--- src/rtl/linked_list_pkg.sv ---
// Shared types for the on-chip linked list: node format, null address and removal FSM states.
package linked_list_pkg;

  localparam int DATA_WIDTH = 4;
  localparam int ADDR_WIDTH = 4;

  localparam logic [ADDR_WIDTH-1:0] NULL_ADDR = '0;

  typedef struct packed {
    logic [DATA_WIDTH-1:0] data;
    logic [ADDR_WIDTH-1:0] next;
  } node_t;

  typedef enum logic [2:0] {
    ST_IDLE,
    ST_READ,
    ST_CHECK,
    ST_UNLINK,
    ST_DONE
  } remove_state_t;

endpackage

--- src/rtl/linked_list_remove_if.sv ---
// Bundles the node write path, the removal request/response handshake and the debug read port.
interface linked_list_remove_if;
  import linked_list_pkg::*;

  logic                  wr_en;
  logic [ADDR_WIDTH-1:0] wr_addr;
  logic [DATA_WIDTH-1:0] wr_data;
  logic [ADDR_WIDTH-1:0] wr_next;

  logic                  req_valid;
  logic                  req_ready;
  logic [ADDR_WIDTH-1:0] req_head;
  logic [DATA_WIDTH-1:0] req_key;

  logic                  rsp_valid;
  logic                  rsp_found;
  logic                  rsp_error;
  logic [ADDR_WIDTH-1:0] rsp_addr;
  logic [ADDR_WIDTH-1:0] rsp_new_head;

  logic [ADDR_WIDTH-1:0] dbg_addr;
  logic [DATA_WIDTH-1:0] dbg_data;
  logic [ADDR_WIDTH-1:0] dbg_next;

  modport master (
    output wr_en, wr_addr, wr_data, wr_next,
    output req_valid, req_head, req_key,
    input  req_ready,
    input  rsp_valid, rsp_found, rsp_error, rsp_addr, rsp_new_head,
    output dbg_addr,
    input  dbg_data, dbg_next
  );

  modport slave (
    input  wr_en, wr_addr, wr_data, wr_next,
    input  req_valid, req_head, req_key,
    output req_ready,
    output rsp_valid, rsp_found, rsp_error, rsp_addr, rsp_new_head,
    input  dbg_addr,
    output dbg_data, dbg_next
  );

endinterface

--- src/rtl/linked_list_mem.sv ---
// Node storage: one synchronous read port, one write port, one combinational debug read port.
// Read data appears the cycle after rd_en; contents are never reset.
module linked_list_mem
  import linked_list_pkg::*;
(
  input  logic                  clk,
  input  logic                  rd_en,
  input  logic [ADDR_WIDTH-1:0] rd_addr,
  output node_t                 rd_node,
  input  logic                  wr_en,
  input  logic [ADDR_WIDTH-1:0] wr_addr,
  input  node_t                 wr_node,
  input  logic [ADDR_WIDTH-1:0] dbg_addr,
  output node_t                 dbg_node
);

  node_t mem [2**ADDR_WIDTH];

  always_ff @(posedge clk) begin
    if (wr_en) begin
      mem[wr_addr] <= wr_node;
    end
    if (rd_en) begin
      rd_node <= mem[rd_addr];
    end
  end

  assign dbg_node = mem[dbg_addr];

endmodule

--- src/rtl/linked_list_remove.sv ---
// Walks a list from the requested head and unlinks the first node whose data matches the key.
// Latency 2k+4 for a match at node k; one request in flight, req_ready low until the cycle after the response.
module linked_list_remove
  import linked_list_pkg::*;
(
  input logic                 clk,
  input logic                 rst_n,
  linked_list_remove_if.slave bus
);

  localparam logic [ADDR_WIDTH-1:0] STEP_MAX = '1;

  remove_state_t         state;
  logic                  req_ready_q;
  logic [ADDR_WIDTH-1:0] head_q;
  logic [DATA_WIDTH-1:0] key_q;
  logic [ADDR_WIDTH-1:0] cur;
  logic [ADDR_WIDTH-1:0] prev;
  logic [DATA_WIDTH-1:0] prev_data;
  logic [ADDR_WIDTH-1:0] cur_next;
  logic [ADDR_WIDTH-1:0] steps;

  logic                  rsp_valid_q;
  logic                  rsp_found_q;
  logic                  rsp_error_q;
  logic [ADDR_WIDTH-1:0] rsp_addr_q;
  logic [ADDR_WIDTH-1:0] rsp_new_head_q;

  node_t                 rd_node;
  node_t                 dbg_node;
  logic                  mem_we;
  logic [ADDR_WIDTH-1:0] mem_waddr;
  node_t                 mem_wnode;
  logic                  unlink_wr;

  // The UNLINK rewrite owns the write port; external writes only land while idle.
  assign unlink_wr = (state == ST_UNLINK) && (prev != NULL_ADDR);
  assign mem_we    = unlink_wr || ((state == ST_IDLE) && bus.wr_en);
  assign mem_waddr = unlink_wr ? prev : bus.wr_addr;
  assign mem_wnode = unlink_wr ? node_t'{data: prev_data, next: cur_next}
                               : node_t'{data: bus.wr_data, next: bus.wr_next};

  linked_list_mem u_mem (
    .clk      (clk),
    .rd_en    (state == ST_READ),
    .rd_addr  (cur),
    .rd_node  (rd_node),
    .wr_en    (mem_we),
    .wr_addr  (mem_waddr),
    .wr_node  (mem_wnode),
    .dbg_addr (bus.dbg_addr),
    .dbg_node (dbg_node)
  );

  always_ff @(posedge clk) begin
    if (!rst_n) begin
      state          <= ST_IDLE;
      req_ready_q    <= 1'b1;
      head_q         <= '0;
      key_q          <= '0;
      cur            <= '0;
      prev           <= '0;
      prev_data      <= '0;
      cur_next       <= '0;
      steps          <= '0;
      rsp_valid_q    <= 1'b0;
      rsp_found_q    <= 1'b0;
      rsp_error_q    <= 1'b0;
      rsp_addr_q     <= '0;
      rsp_new_head_q <= '0;
    end else begin
      case (state)
        ST_IDLE: begin
          if (bus.req_valid) begin
            head_q      <= bus.req_head;
            key_q       <= bus.req_key;
            cur         <= bus.req_head;
            prev        <= NULL_ADDR;
            steps       <= '0;
            req_ready_q <= 1'b0;
            if (bus.req_head == NULL_ADDR) begin
              state          <= ST_DONE;
              rsp_valid_q    <= 1'b1;
              rsp_found_q    <= 1'b0;
              rsp_error_q    <= 1'b0;
              rsp_addr_q     <= NULL_ADDR;
              rsp_new_head_q <= NULL_ADDR;
            end else begin
              state <= ST_READ;
            end
          end
        end
        ST_READ: begin
          state <= ST_CHECK;
        end
        ST_CHECK: begin
          if (rd_node.data == key_q) begin
            cur_next <= rd_node.next;
            state    <= ST_UNLINK;
          end else if ((rd_node.next == NULL_ADDR) || (steps == STEP_MAX)) begin
            // Running out of steps with a live next pointer means the list never terminates.
            state          <= ST_DONE;
            rsp_valid_q    <= 1'b1;
            rsp_found_q    <= 1'b0;
            rsp_error_q    <= (rd_node.next != NULL_ADDR);
            rsp_addr_q     <= NULL_ADDR;
            rsp_new_head_q <= head_q;
          end else begin
            prev      <= cur;
            prev_data <= rd_node.data;
            cur       <= rd_node.next;
            steps     <= steps + 1'b1;
            state     <= ST_READ;
          end
        end
        ST_UNLINK: begin
          state          <= ST_DONE;
          rsp_valid_q    <= 1'b1;
          rsp_found_q    <= 1'b1;
          rsp_error_q    <= 1'b0;
          rsp_addr_q     <= cur;
          rsp_new_head_q <= (prev == NULL_ADDR) ? cur_next : head_q;
        end
        ST_DONE: begin
          rsp_valid_q <= 1'b0;
          req_ready_q <= 1'b1;
          state       <= ST_IDLE;
        end
        default: begin
          state       <= ST_IDLE;
          req_ready_q <= 1'b1;
          rsp_valid_q <= 1'b0;
        end
      endcase
    end
  end

  assign bus.req_ready    = req_ready_q;
  assign bus.rsp_valid    = rsp_valid_q;
  assign bus.rsp_found    = rsp_found_q;
  assign bus.rsp_error    = rsp_error_q;
  assign bus.rsp_addr     = rsp_addr_q;
  assign bus.rsp_new_head = rsp_new_head_q;
  assign bus.dbg_data     = dbg_node.data;
  assign bus.dbg_next     = dbg_node.next;

endmodule

--- src/flat_wrapper.sv ---
// flat-port wrapper written by rule: the top's interface ports become plain ports
module linked_list_remove_flat import linked_list_pkg::*;
  (clk, rst_n, bus_wr_en, bus_wr_addr, bus_wr_data, bus_wr_next, bus_req_valid, bus_req_head, bus_req_key, bus_req_ready, bus_rsp_valid, bus_rsp_found, bus_rsp_error, bus_rsp_addr, bus_rsp_new_head, bus_dbg_addr, bus_dbg_data, bus_dbg_next);
  linked_list_remove_if bus_i ();
  input logic clk;
  input logic rst_n;
  input wire logic [$bits(bus_i.wr_en)-1:0] bus_wr_en;
  input wire logic [$bits(bus_i.wr_addr)-1:0] bus_wr_addr;
  input wire logic [$bits(bus_i.wr_data)-1:0] bus_wr_data;
  input wire logic [$bits(bus_i.wr_next)-1:0] bus_wr_next;
  input wire logic [$bits(bus_i.req_valid)-1:0] bus_req_valid;
  input wire logic [$bits(bus_i.req_head)-1:0] bus_req_head;
  input wire logic [$bits(bus_i.req_key)-1:0] bus_req_key;
  output wire logic [$bits(bus_i.req_ready)-1:0] bus_req_ready;
  output wire logic [$bits(bus_i.rsp_valid)-1:0] bus_rsp_valid;
  output wire logic [$bits(bus_i.rsp_found)-1:0] bus_rsp_found;
  output wire logic [$bits(bus_i.rsp_error)-1:0] bus_rsp_error;
  output wire logic [$bits(bus_i.rsp_addr)-1:0] bus_rsp_addr;
  output wire logic [$bits(bus_i.rsp_new_head)-1:0] bus_rsp_new_head;
  input wire logic [$bits(bus_i.dbg_addr)-1:0] bus_dbg_addr;
  output wire logic [$bits(bus_i.dbg_data)-1:0] bus_dbg_data;
  output wire logic [$bits(bus_i.dbg_next)-1:0] bus_dbg_next;
  assign bus_i.wr_en = bus_wr_en;
  assign bus_i.wr_addr = bus_wr_addr;
  assign bus_i.wr_data = bus_wr_data;
  assign bus_i.wr_next = bus_wr_next;
  assign bus_i.req_valid = bus_req_valid;
  assign bus_i.req_head = bus_req_head;
  assign bus_i.req_key = bus_req_key;
  assign bus_req_ready = bus_i.req_ready;
  assign bus_rsp_valid = bus_i.rsp_valid;
  assign bus_rsp_found = bus_i.rsp_found;
  assign bus_rsp_error = bus_i.rsp_error;
  assign bus_rsp_addr = bus_i.rsp_addr;
  assign bus_rsp_new_head = bus_i.rsp_new_head;
  assign bus_i.dbg_addr = bus_dbg_addr;
  assign bus_dbg_data = bus_i.dbg_data;
  assign bus_dbg_next = bus_i.dbg_next;
  linked_list_remove u_core (.clk(clk), .rst_n(rst_n), .bus(bus_i));
endmodule
--- config.mk ---
export PLATFORM = sky130hd
export DESIGN_NAME = linked_list_remove_flat
export DESIGN_NICKNAME = d
export VERILOG_FILES = /design/src/rtl/linked_list_pkg.sv /design/src/rtl/linked_list_remove_if.sv /design/src/rtl/linked_list_mem.sv /design/src/rtl/linked_list_remove.sv /design/src/flat_wrapper.sv
export SDC_FILE = /design/constraint.sdc
export NUM_CORES = 1
export LEC_CHECK = 0
export ABC_AREA = 0
export CAP_MARGIN = 25
export CORE_UTILIZATION = 35
export CTS_BUF_LIST = sky130_fd_sc_hd__clkbuf_16
export DETAILED_ROUTE_END_ITERATION = 10
export PLACE_DENSITY = 0.5
export SYNTH_ARGS = -nofsm -noshare
export SYNTH_HDL_FRONTEND = slang
export SYNTH_SLANG_ARGS = --single-unit
--- constraint.sdc ---
create_clock -name clk -period 2.1 [get_ports clk]
set_input_delay 0.21 -clock clk [delete_from_list [all_inputs] [get_ports clk]]
set_output_delay 0.21 -clock clk [all_outputs]
set_load 0.005 [all_outputs]
### After elaboration in Yosys (flattened, before gate mapping)

Memory sizes are Yosys's and may differ from the RTL's. A register that Yosys moved wholly into a read port is not among the register bits.
Index checks and enable logic that the tools add are counted.

* bitwise gates (word level): 4
* reductions and logical operators: 20
* add/sub/neg operators: 1
* equal/unequal tests: 10
* mux-type cells: 44

Operators by type and width (count)
* 4-bit 2-to-1 mux: 16
* 4-bit case mux with 2 select lines: 3
* 4-bit case mux with 3 select lines: 2
* 1-bit 2-to-1 mux: 13
* 4-bit zero test: 3
* 3-bit 2-to-1 mux: 4
* 3-bit case mux with 4 select lines: 1
* 5-bit AND reduction: 2
* 8-bit 2-to-1 mux: 1
* 2-bit inequality test (second input constant): 4
* 4-bit nonzero test: 2
* 3-bit by 2-bit equality test with 1-bit output (second input constant): 2
* 1-bit case mux with 3 select lines: 2
* 2-bit AND reduction: 3
* 4-bit by 1-bit adder with 4-bit output (second input constant): 1
* 4-bit equality test: 1
* 4-bit equality test (second input constant): 1
* 1-bit NOT: 4
* 1-bit case mux with 4 select lines: 1
* 4-bit AND reduction: 1
* 3-bit by 1-bit equality test with 1-bit output (second input constant): 1
* 3-bit zero test: 1
* 3-bit AND reduction: 1
* 3-bit nonzero test: 1
* 6 further kinds: 8

* RAM bits: 128
* bits of input ports: 28
* logic and storage cells: 94
* output and inout port bits: 20
* register bits: 43
* memories kept: 1

Memories
* u_core.u_mem.mem: words 16, bits a word 8, rd ports 2, clocked after memory_dff 1, wr ports 1, RTL line linked_list_mem.sv:17 `node_t mem [2**ADDR_WIDTH];`

### Logic depth before layout (Yosys ltp)

Gate-level depths: netlist of the first run.

* depth in word-level cells: 5
* mapped depth: 6

### Cells and area by module

From an unflattened synthesis of the first run, not the netlist that was laid out.

* cells, all modules: 520
* area total of the unflattened synthesis: 8286.7 µm²

Modules (own cells, without submodules)
* linked_list_mem: area an instance 6264.8 µm², instances 1, cells an instance 299, seq. area each 4083.9 µm²
* linked_list_remove: area an instance 2021.9 µm², instances 1, cells an instance 221, seq. area each 860.8 µm²

### Worst setup path before layout of the first run

No wires, ideal clock.

* path kind: reg2reg
* start point: register u_core.prev[3]
* end point: memory u_core.u_mem.mem[11][0] (netlist name) (enable)
* stages on the path, launching flop included: 5
* data arrival time: 1697 ps
* path buffers: 0
* required time: 1730 ps
* slack: 33 ps
* clock period less this slack: 2067 ps
* cell sequence: dfxtp_1 nor4_4 nor2_1 o31a_1 nor2_1

* longest elaborated chain between the ends: 5

Ends and longest elaborated chain
* start, declared: RTL line linked_list_remove.sv:18 `logic [ADDR_WIDTH-1:0] prev;`
* start signal, assigned: RTL line linked_list_remove.sv:109 `prev <= cur;`
* 4-bit nonzero test: RTL line linked_list_remove.sv:37 `assign unlink_wr = (state == ST_UNLINK) && (prev != NULL_ADDR);`
* 1-bit logical AND: RTL line linked_list_remove.sv:37
* 1-bit logical OR: RTL line linked_list_remove.sv:38 `assign mem_we = unlink_wr || ((state == ST_IDLE) && bus.wr_en);`
* 1-bit 2-to-1 mux: RTL line linked_list_mem.sv:20 `if (wr_en) begin`
* 1-bit 2-to-1 mux (implied by the code): RTL line linked_list_mem.sv:21 `mem[wr_addr] <= wr_node;`
* end, declared: RTL line linked_list_mem.sv:17

Parallel ways exist; a longest one is shown, timed or not.

==> key figures, run 1 <==
STA
  – Final hold vios: 0
  – Tcrit/Tclk final: 103.1%
  – Clock skew: 0.01340 ns
  – Least-Margin Pin Slew: ~0.6 ns
  – Final number of setup-violating endpoints: 8
  – Slew headroom: between 60% and 70%
  – RSZ-0062 raised after global routing: true
  – Final worst slack: -0.06492 ns
  – Hold WS: approximately 0.35 ns
  – Maximum achievable frequency: between 0.4 and 0.5 GHz
  – Final slew viol count: 0
  – Minimum clock period: 2.165 ns

Worst setup path
  – CP Data Arrival Time: between 1.5 and 2 ns
  – CP Class: reg -> out
  – Startpoint types: flop
  – Critical R2R Launch: u_core.state[0]
  – Worst Setup End Kind: primary output
  – Reg2reg setup slack: roughly 0.11 ns
  – Maximum fanout along the worst path: 2
  – Crit path launch: u_core.u_mem.mem[3][3]
  – Critical Path RT: around 1.9 ns

Die
  – Core area: 22920 um^2
  – Initial Util: 36.22%
  – Die area: approximately 24000 um^2
  – Std-Cell Rows: 55
  – Die Y: between 150 and 200 um
  – I/O pin cnt: 48
  – Die width: ~160 um

Synth
  – Most used DFF post-synth: edfxtp_1
  – Mapped Area: around 8300 um^2
  – EDFF count, synth: ~140
  – Synthesized flop and latch total: between 150 and 200
  – Syn Area/Cell: approximately 16 um^2
  – Post-Syn Instances: about 520
  – Synth cell types: 55
  – Asr flop ratio synth: 0%
  – Seq/Total Area, Yosys: approximately three fifths
  – Warnings, synthesis: 0
  – Syn Nets: 553

Drt
  – Residual DRC: 0
  – Detailed-route via count: between 5000 and 6000
  – 1st-iter DRT viols: between 400 and 500
  – DR WL/cell: roughly 23 um
  – DR vias/cell: ~5.5
  – DRT Pass-1 Iters: 5
  – Final WL: 21500 um
  – Post-route ant nets: 0

Global routing
  – Vias in the first global route: 5285
  – Largest net degree at the start of global routing: 35
  – GRT Total Usage: roughly a fifth
  – Initial antenna violation count: 0
  – Total global routing overflow: 0
  – First-pass GRT wire length: around 33000 um

Power and ir drop
  – P_sw: 0.001954 W
  – Combinational power share: roughly an eighth
  – Net Sw Frac: between 20% and 30%
  – P_leak: around 3.4 nW
  – Clock power share: 38.7%
  – Power per cell area: slightly below 800 nW/um^2
  – VDD IR-drop max: between 0.4 and 0.5 mV
  – Pint: between 0.006 and 0.007 W
  – Flop pwr share: around 49%

Min path
  – Min-delay src: bus_req_key[3]
  – HP Class: in -> reg

Layout
  – Commonest cells after routing, fill and taps aside: edfxtp_1 (136), mux4_2 (80), buf_4 (56)
  – Area grow syn2layout: 23.13%
  – Net count, final: 648
  – Final instance area: slightly above 10000 um^2
  – Layout cells sized above 1: 32.28%
  – Diode count: 0
  – Commonest non-fill, non-tap cell in the layout: edfxtp_1

Clock network
  – CTS Buf Count: 17
  – Root Driver: clkbuf_16
  – H-Tree Depth: 4
  – CTS sink cnt: 179
  – CTS tree: built
  – Max Root-Sink Buffers: 2
  – Register clock-pin slew on the reported worst setup and hold paths: 0.07 ns
  – Later-pin clock latency in the skew report: around 0.43 ns

Placed design
  – Port bufs: 47
  – RePlAce Congestion: roughly 0.82
  – Area post-placement: about 9600 um^2
  – DP Wirelength: ~15000 um

Outcome
  – Status: complete, but fails checks
  – Failing checks: negative setup slack

Job
  – Max cap viols: 0
sequential cells by signal, indices dropped and copies added, names as in the netlist:
signal,cells
u_core.bus.rsp_addr,4
u_core.steps,4
u_core.cur,4
u_core.bus.req_ready,1
u_core.bus.rsp_error,1
u_core.prev,4
u_core.bus.rsp_new_head,4
u_core.bus.rsp_valid,1
u_core.u_mem.mem,128
u_core.head_q,4
u_core.key_q,4
u_core.bus.rsp_found,1
u_core.prev_data,4
u_core.u_mem.rd_node,8
u_core.cur_next,4
u_core.state,3
cell usage after synthesis, drive strengths merged (2+ instances only):
cell,count,area [um^2]
nor3b,3,33.78
nand4,6,37.54
a211oi,3,22.52
buf,17,77.57
nor2,25,93.84
nor4,3,33.78
clkbuf,23,86.33
inv,9,33.78
o31ai,2,15.01
or3,2,12.51
nand3,16,85.08
or4,2,18.77
mux2,12,135.1
and3,5,31.28
mux4,80,1802
o21ai,18,90.09
a2111oi,5,43.79
a21oi,25,125.1
o211ai,5,37.54
edfxtp,136,4084
mux2i,9,90.09
o22ai,6,37.54
dfxtp,43,860.8
nand2b,2,12.51
xnor2,4,35.03
o32a,3,30.03
and2,2,15.02
nor3,2,10.01
nand2,38,142.6
a32oi,2,17.52
what timing repair did:
action,4_1_cts,5_1_grt
gates cloned,1,0
setup buffers,0,0
pin swaps,0,0
gates resized for setup,35,3
hold buffers,0,0
endpoints found under the setup margin,108,82
logic make-up after synthesis:
group           share of synthesized area, %
compound gates                         5.970
xor+xnor                              0.4221
fa+ha+maj                             0.1507
mux                                    24.42
simple gates                           7.026
buf+inv                                2.427
flops                                  59.58
power groups by stage:
stage | logic, W | registers, W | clock network, W
CTS | 0.000966 | 0.00394 | 0.00317
detailed placement | 0.000971 | 0.00402 | 0
global placement | 0.000957 | 0.00402 | 0
finish | 0.000959 | 0.00394 | 0.00310
floorplan | 0.000580 | 0.00400 | 0
global route | 0.00103 | 0.00395 | 0.00333
critical path, cell delays in order, from the launching register on:
cell,delay [ns]
edfxtp_1,0.40
mux4_2,0.49
mux4_2,0.49
buf_2,0.16
final cells by class:
class / count / area [um^2]
clock inverters: 15 / 140.1
clock buffers: 17 / 425.4
multi-input cells: 295 / 3163
inverters: 10 / 37.54
fillers: 2015 / 12700
repair buffers: 116 / 1115
flip-flops and latches: 179 / 4946
well taps: 313 / 391.6
per-layer routing:
layer / part of all wire (%) / track usage (%)
met1: 45 / 25.75
met2: 48 / 29.61
met3: 5.1 / 3.472
met4: 2.2 / 6.349
met5: 0 / 0
stage by stage:
step,setup slack [ns],std cells,util [%],TNS [ns],total power [W]
CTS,-0.08566,945,44.53,-0.4998,0.008074
finish,-0.06492,945,44.59,-0.3712,0.008001
detailed placement,-0.4260,912,42.07,-7.168,0.004991
global route,-0.1182,945,44.59,-0.8043,0.008307
floorplan,0.03273,524,-,0,0.004582
global placement,-0.4109,912,42.07,-3.327,0.004976
worst paths after layout:
| kind | to | depth (start not counted) |
|---|---|---|
| setup reg to reg | u_core.u_mem.mem[14][3] | 6 |
| hold / removal | u_core.key_q[3] | 3 |
| hold reg to reg | u_core.bus.rsp_new_head[3] | 2 |
| setup / recovery | bus_dbg_next[3] | 3 |
Power figures use the tool's default switching activity.
==> run 2, diff against run 1 <==
--- a/config.mk
+++ b/config.mk
@@ -11,6 +11,7 @@
 export CTS_BUF_LIST = sky130_fd_sc_hd__clkbuf_16
 export DETAILED_ROUTE_END_ITERATION = 10
 export PLACE_DENSITY = 0.5
+export SKIP_LAST_GASP = 1
 export SYNTH_ARGS = -nofsm -noshare
 export SYNTH_HDL_FRONTEND = slang
 export SYNTH_SLANG_ARGS = --single-unit
==> constraint.sdc (replaced) <==
create_clock -name clk -period 2.1 [get_ports clk]
set_input_delay 0.315 -clock clk [delete_from_list [all_inputs] [get_ports clk]]
set_output_delay 0.315 -clock clk [all_outputs]
set_load 0.005 [all_outputs]
==> run 2 against run 1 <==
Effect of this change: the run still ends with negative setup slack left; first-iteration DRC count fell by 16%; via count fell by 0.33%; total power rose by 2.5%; clock-buffer cell count unchanged; non-clock buffer count increased by 3; hold slack improved by 0.085 ns; die area unchanged; global-route usage barely moved; wire length down 0.44%; clock skew is essentially flat; utilization is 0.17 points higher; worst setup slack got worse by 0.12 ns.
==> key figures, run 2 (synthesized netlist as in run 1, its figures left out) <==
Outcome
  – Status: complete, but fails checks
  – Failing checks: negative setup slack

Worst setup path
  – Critical Path RT: 1.78 ns (-0.11 ns)
  – Crit-path cells: mux4_2 > mux4_2 > buf_2
  – Cell mode on critical path: mux4_2
  – CP Class: reg -> out
  – CP max stage delay: 0.51 ns (+0.02 ns)
  – Worst Setup End Kind: primary output
  – CP Data Arrival Time: 1.97 ns (+0.02 ns)
  – Startpoint types: flop
  – Slowest CP cell: mux4_2
  – Maximum fanout along the worst path: 2 (unchanged)

Layout
  – Max reg flops: 128 (unchanged)
  – Diode count: 0 (unchanged)
  – Filler cell count: 2041 (+1.3%)
  – Commonest non-fill, non-tap cell in the layout: edfxtp_1
  – Layout cells sized above 1: 32.91% (+0.63 points)
  – Sequential cell area: 4947 um^2 (about the same)
  – Final non-filler cell total: 948 (+0.32%)
  – Net count, final: 651 (+0.46%)
  – Commonest cells after routing, fill and taps aside: edfxtp_1 (136), mux4_2 (80), buf_4 (63)
  – Multi-input logic area: 3163 um^2 (unchanged)
  – Area grow syn2layout: 23.61%
  – Most flops, register: u_core.u_mem.mem
  – Largest regs: u_core.u_mem.mem x128, u_core.u_mem.rd_node x8

STA
  – Hold WS: 0.4339 ns (+0.08466 ns)
  – Minimum clock period: 2.289 ns (+0.1244 ns)
  – Tcrit/Tclk final: 109.0% (+5.9 points)
  – RSZ-0062 raised after global routing: true
  – Final hold vios: 0 (unchanged)
  – Least-Margin Pin Slew: 0.5838 ns (-0.004694 ns)
  – Slew headroom: 61.08% (+0.31 points)
  – Maximum achievable frequency: 0.4368 GHz (-5.4%)
  – Final worst slack: -0.1893 ns (-0.1244 ns)
  – Final slew viol count: 0 (unchanged)
  – Fin Setup TNS: -1.273 ns (-0.9016 ns)
  – Final number of setup-violating endpoints: 8 (unchanged)
  – Clock skew: 0.01367 ns (+0.0002717 ns)

Clock network
  – H-Tree Depth: 4 (unchanged)
  – CTS Buf Count: 17 (unchanged)
  – # Post-CTS Setup Buffers: 0 (unchanged)
  – Later-pin clock latency in the skew report: 0.43 ns (about the same)
  – CTS sink cnt: 179 (unchanged)
  – Cts hold-fix bufs: 0 (unchanged)
  – Max Root-Sink Buffers: 2 (unchanged)
  – Register clock-pin slew on the reported worst setup and hold paths: 0.07 ns (about the same)
  – CTS tree: built
  – Root Driver: clkbuf_16

Placed design
  – Dpl ws: -0.6125 ns (-0.1865 ns)
  – Port bufs: 47 (unchanged)
  – RePlAce Congestion: 0.8476 (+3.0%)
  – DP Wirelength: 15090 um (+2.0%)
  – Post-placement cell count: 915 (+0.33%)

Drt
  – Post-route ant nets: 0 (unchanged)
  – DRT Pass-1 Iters: 5 (unchanged)
  – Final WL: 21400 um (-0.44%)
  – DR vias/cell: 5.438 (-0.64%)
  – Residual DRC: 0 (unchanged)
  – Detailed-route via count: 5155 (-0.33%)
  – DR WL/cell: 22.57 um (-0.76%)
  – 1st-iter DRT viols: 351 (-16%)

Global routing
  – Most used routing layer: met2
  – Largest net degree at the start of global routing: 34 (-2.9%)
  – Total global routing overflow: 0 (unchanged)
  – Met1 Resource Use GR: 25.10% (-0.65 points)
  – GRT Total Usage: 18.63% (-0.036 points)
  – Initial antenna violation count: 0 (unchanged)
  – Met3 usage: 3.833% (+0.36 points)
  – First-pass GRT wire length: 32530 um (-0.19%)
  – Met2 usage: 30.65% (+1.0 points)
  – Vias in the first global route: 5433 (+2.8%)

Power and ir drop
  – P_sw: 0.002003 W (+2.5%)
  – Net Sw Frac: 24.41% (about the same)
  – Flop pwr share: 48.1% (-1.2 points)
  – Combinational power share: 11.7% (-0.3 points)
  – VDD IR-drop max: 0.5356 mV (+17%)
  – P_leak: 3.408 nW (+0.93%)
  – Power per cell area: 799.7 nW/um^2 (+2.1%)
  – Pint: 0.006201 W (+2.5%)
  – Clock power share: 40.2% (+1.5 points)

Die
  – Die area: 24330 um^2 (unchanged)
  – Core area: 22920 um^2 (unchanged)
  – I/O pin cnt: 48 (unchanged)
  – Std-Cell Rows: 55 (unchanged)
  – Die width: 156.0 um (unchanged)
  – Initial Util: 36.22% (unchanged)
  – Die Y: 156.0 um (unchanged)

Min path
  – HP Class: in -> reg

Job
  – Max cap viols: 0 (unchanged)
run 2: cell types whose count changed in the layout (fill, tap and decap cells not counted), moves of 2 or more:
cell / delta
buf_4: +7
inv_6: -6
buf_12: -3
inv_8: +3
clkinv_4: +2
clkinv_8: +2
inv_1: -2
run 2: power groups by stage:
stage | clock, W | sequential, W | combinational [W]
global placement | 0 | 0.00403 | 0.000952
detailed placement | 0 | 0.00403 | 0.000965
global route | 0.00353 | 0.00396 | 0.00102
floorplan | 0 | 0.00400 | 0.000582
CTS | 0.00337 | 0.00395 | 0.000959
finish | 0.00330 | 0.00395 | 0.000957
run 2: through the flow:
| stage | total power [W] | util (%) | instance area (um^2) |
|---|---|---|---|
| after global routing | 0.008507 | 44.77 | 10260 |
| after floorplan | 0.004584 | - | 8307 |
| after detailed placement | 0.004992 | 42.01 | 9627 |
| after global placement | 0.004979 | 42.01 | 9627 |
| final | 0.008204 | 44.77 | 10260 |
| after CTS | 0.008275 | 44.66 | 10230 |
run 2: area by class of cell:
cell class	count	area share [%]
sequential	179	48.23
multi-input combinational	295	30.83
timing repair buffer	119	10.75
clock buffer	17	4.147
tap	313	3.818
clock inverter	15	1.866
inverter	10	0.3659
run 2: final timing paths:
kind | from | to | slack, ns | cells after the start
setup reg to reg | u_core.cur[0] | u_core.u_mem.rd_node[2] | 0.12 | 3
setup / recovery | u_core.u_mem.mem[15][7] | bus_dbg_data[3] | -0.19 | 3
hold / removal | bus_req_key[1] | u_core.key_q[1] | 0.43 | 3
hold reg to reg | u_core.bus.rsp_new_head[1] | u_core.bus.rsp_new_head[1] | 0.46 | 2
run 2: repair_timing:
action | 4_1_cts | 5_1_grt
setup endpoints to repair | 8 | 39
resized for setup | 33 | 5
cloned | 1 | 0
run 2: critical path: cells and delay by family, from the launching register on:
kind	cells	cell delay [ns]
muxes	2	1.00
DFF	1	0.39
buffers and inverters	1	0.15
run 2: layer usage:
| metal | vias up | routed length, um |
|---|---|---|
| met5 | - | 0 |
| met4 | 0 | 245 |
| met3 | 20 | 925 |
| met2 | 149 | 10540 |
| met1 | 2657 | 9693 |
| li1 | 2329 | - |
==> run 3, diff against run 2 <==
--- a/config.mk
+++ b/config.mk
@@ -11,7 +11,6 @@
 export CTS_BUF_LIST = sky130_fd_sc_hd__clkbuf_16
 export DETAILED_ROUTE_END_ITERATION = 10
 export PLACE_DENSITY = 0.5
-export SKIP_LAST_GASP = 1
 export SYNTH_ARGS = -nofsm -noshare
 export SYNTH_HDL_FRONTEND = slang
 export SYNTH_SLANG_ARGS = --single-unit
==> constraint.sdc (replaced) <==
create_clock -name clk -period 2.1 [get_ports clk]
set_input_delay 0.525 -clock clk [delete_from_list [all_inputs] [get_ports clk]]
set_output_delay 0.525 -clock clk [all_outputs]
set_load 0.005 [all_outputs]
==> run 3 against run 2 <==
Effect of this change: critical path depth unchanged; via count increased by 1.8%; the flow still finishes with violations (negative setup slack); wire length increased by 3.0%; critical path type unchanged; die area unchanged; utilization increased by 0.60 points; critical endpoint is now bus_dbg_data[0].
==> key figures, run 3 (synthesized netlist as in run 1, its figures left out) <==
Outcome
  – Status: complete, but fails checks
  – Failing checks: negative setup slack

Layout
  – Area grow syn2layout: 25.27%
  – Diode count: 0 (unchanged)
  – Net count, final: 662 (+1.7%)
  – Max reg flops: 128 (unchanged)
  – Layout cells sized above 1: 34.21% (+1.3 points)
  – Commonest cells after routing, fill and taps aside: edfxtp_1 (136), mux4_2 (80), buf_4 (69)
  – Commonest non-fill, non-tap cell in the layout: edfxtp_1
  – Final instance area: 10400 um^2 (+1.3%)
  – Largest regs: u_core.u_mem.mem x128, u_core.u_mem.rd_node x8
  – Most flops, register: u_core.u_mem.mem
  – Filler cell count: 1989 (-2.5%)

Drt
  – Final WL: 22040 um (+3.0%)
  – Post-route ant nets: 0 (unchanged)
  – Residual DRC: 0 (unchanged)
  – DRT Pass-1 Iters: 5 (unchanged)
  – DR vias/cell: 5.473 (+0.66%)
  – Detailed-route via count: 5249 (+1.8%)
  – DR WL/cell: 22.98 um (+1.8%)
  – 1st-iter DRT viols: 487 (+39%)

Die
  – Die width: 156.0 um (unchanged)
  – Die Y: 156.0 um (unchanged)
  – Die area: 24330 um^2 (unchanged)
  – Std-Cell Rows: 55 (unchanged)
  – I/O pin cnt: 48 (unchanged)
  – Initial Util: 36.22% (unchanged)
  – Core area: 22920 um^2 (unchanged)

Power and ir drop
  – Power per cell area: 786.7 nW/um^2 (-1.6%)
  – VDD IR-drop max: 0.5013 mV (-6.4%)
  – P_leak: 3.476 nW (+2.0%)
  – Total chip power: 0.008178 W (-0.31%)

Clock network
  – CTS sink cnt: 179 (unchanged)
  – Later-pin clock latency in the skew report: 0.44 ns (about the same)
  – H-Tree Depth: 4 (unchanged)
  – Root Driver: clkbuf_16
  – CTS tree: built
  – Cts hold-fix bufs: 0 (unchanged)
  – CTS Buf Count: 17 (unchanged)
  – Register clock-pin slew on the reported worst setup and hold paths: 0.07 ns (about the same)
  – Max Root-Sink Buffers: 2 (unchanged)

Global routing
  – Met3 usage: 4.250% (+0.42 points)
  – Vias in the first global route: 5388 (-0.83%)
  – Initial antenna violation count: 0 (unchanged)
  – Most used routing layer: met2
  – Largest net degree at the start of global routing: 35 (+2.9%)
  – Met2 usage: 31.06% (+0.40 points)
  – GRT Total Usage: 19.25% (+0.63 points)
  – Total global routing overflow: 0 (unchanged)
  – First-pass GRT wire length: 33650 um (+3.4%)
  – Met1 Resource Use GR: 25.58% (+0.48 points)

STA
  – Final slew viol count: 0 (unchanged)
  – Final worst slack: -0.4146 ns (-0.2253 ns)
  – Least-Margin Pin Slew: 0.5606 ns (-0.02321 ns)
  – RSZ-0062 raised after global routing: true
  – Clock skew: 0.01567 ns (+0.001999 ns)
  – Tcrit/Tclk final: 119.7% (+11 points)
  – Minimum clock period: 2.515 ns (+0.2253 ns)
  – Final number of setup-violating endpoints: 8 (unchanged)
  – Slew headroom: 62.63% (+1.5 points)
  – Maximum achievable frequency: 0.3977 GHz (-9.0%)
  – Hold WS: 0.4563 ns (+0.02236 ns)
  – Final hold vios: 0 (unchanged)

Min path
  – Hold endpoint: u_core.bus.rsp_found
  – Hold Path Stages: 2 (-1)
  – HP Class: reg -> reg
  – Min-delay src: u_core.bus.rsp_found

Placed design
  – Area post-placement: 9692 um^2 (+0.68%)
  – RePlAce Congestion: 0.8258 (-2.6%)
  – DP Wirelength: 15160 um (+0.50%)
  – Port bufs: 47 (unchanged)

Worst setup path
  – Startpoint types: flop
  – CP Data Arrival Time: 1.99 ns (+0.02 ns)
  – Maximum fanout along the worst path: 2 (unchanged)
  – Critical Path RT: 1.57 ns (-0.21 ns)
  – Reg2reg setup slack: 0.14 ns (+0.02 ns)
  – CP Class: reg -> out
  – Worst Setup End Kind: primary output
  – Critical R2R Launch: u_core.state[2]
  – FF-to-FF End: u_core.u_mem.mem[10][3]
  – Worst-case reg-to-reg path depth: 7 (+4)

Job
  – Max cap viols: 0 (unchanged)
-- run 3: layer usage --
layer	share of wire [%]	vias to the layer above
met5	0	-
met1	44	2708
met2	49	161
li1	-	2350
met3	5.0	30
met4	2.5	0
-- run 3: repair_timing --
item / 4_1_cts / 5_1_grt
buffers inserted: 1 / 1
pin swaps: 0 / 0
resized for setup: 47 / 4
gates cloned: 3 / 0
endpoints found under the setup margin: 156 / 137
-- run 3: layout make-up --
| class | count | area (um^2) | share of cell area, % |
|---|---|---|---|
| tap | 313 | 391.6 | 3.767 |
| timing repair buffer | 130 | 1247 | 12.00 |
| sequential | 179 | 4946 | 47.57 |
| multi-input combinational | 295 | 3172 | 30.51 |
| clock inverter | 15 | 176.4 | 1.697 |
| inverter | 10 | 37.54 | 0.3611 |
| clock buffer | 17 | 425.4 | 4.092 |
-- run 3: how the worst max path moves through the flow --
stage	start	to	slack, ns	cells past startpoint
2_1_floorplan	bus_dbg_addr[0]	bus_dbg_data[0]	-0.17	4
3_3_place_gp	bus_dbg_addr[1]	bus_dbg_next[0]	-1.0	5
3_5_place_dp	bus_dbg_addr[1]	bus_dbg_next[0]	-1.01	5
4_1_cts	u_core.u_mem.mem[14][5]	bus_dbg_data[1]	-0.42	3
5_1_grt	u_core.u_mem.mem[0][4]	bus_dbg_data[0]	-0.46	3
6_report	u_core.u_mem.mem[0][4]	bus_dbg_data[0]	-0.41	3
-- run 3: stage by stage --
step	setup TNS, ns	setup WS [ns]	cells	util (%)
4_1_cts	-3.135	-0.4175	958	45.26
6_report	-2.992	-0.4146	959	45.37
2_1_floorplan	-1.396	-0.1745	524	-
5_1_grt	-3.483	-0.4596	959	45.37
3_5_place_dp	-58.35	-1.009	922	42.29
3_3_place_gp	-53.35	-0.9990	922	42.29
-- run 3: critical path: stages (launching register included) --
cell and delay [ns]:
edfxtp_1 0.47, mux4_2 0.48, mux4_2 0.46, buf_2 0.14
-- run 3: report_power, final --
part | internal (W) | leakage [nW] | switching, W
combinational | 0.000507 | 1.60 | 0.000465
clock | 0.00171 | 0.297 | 0.00154
sequential | 0.00390 | 1.58 | 0.0000541
total | 0.00612 | 3.48 | 0.00206
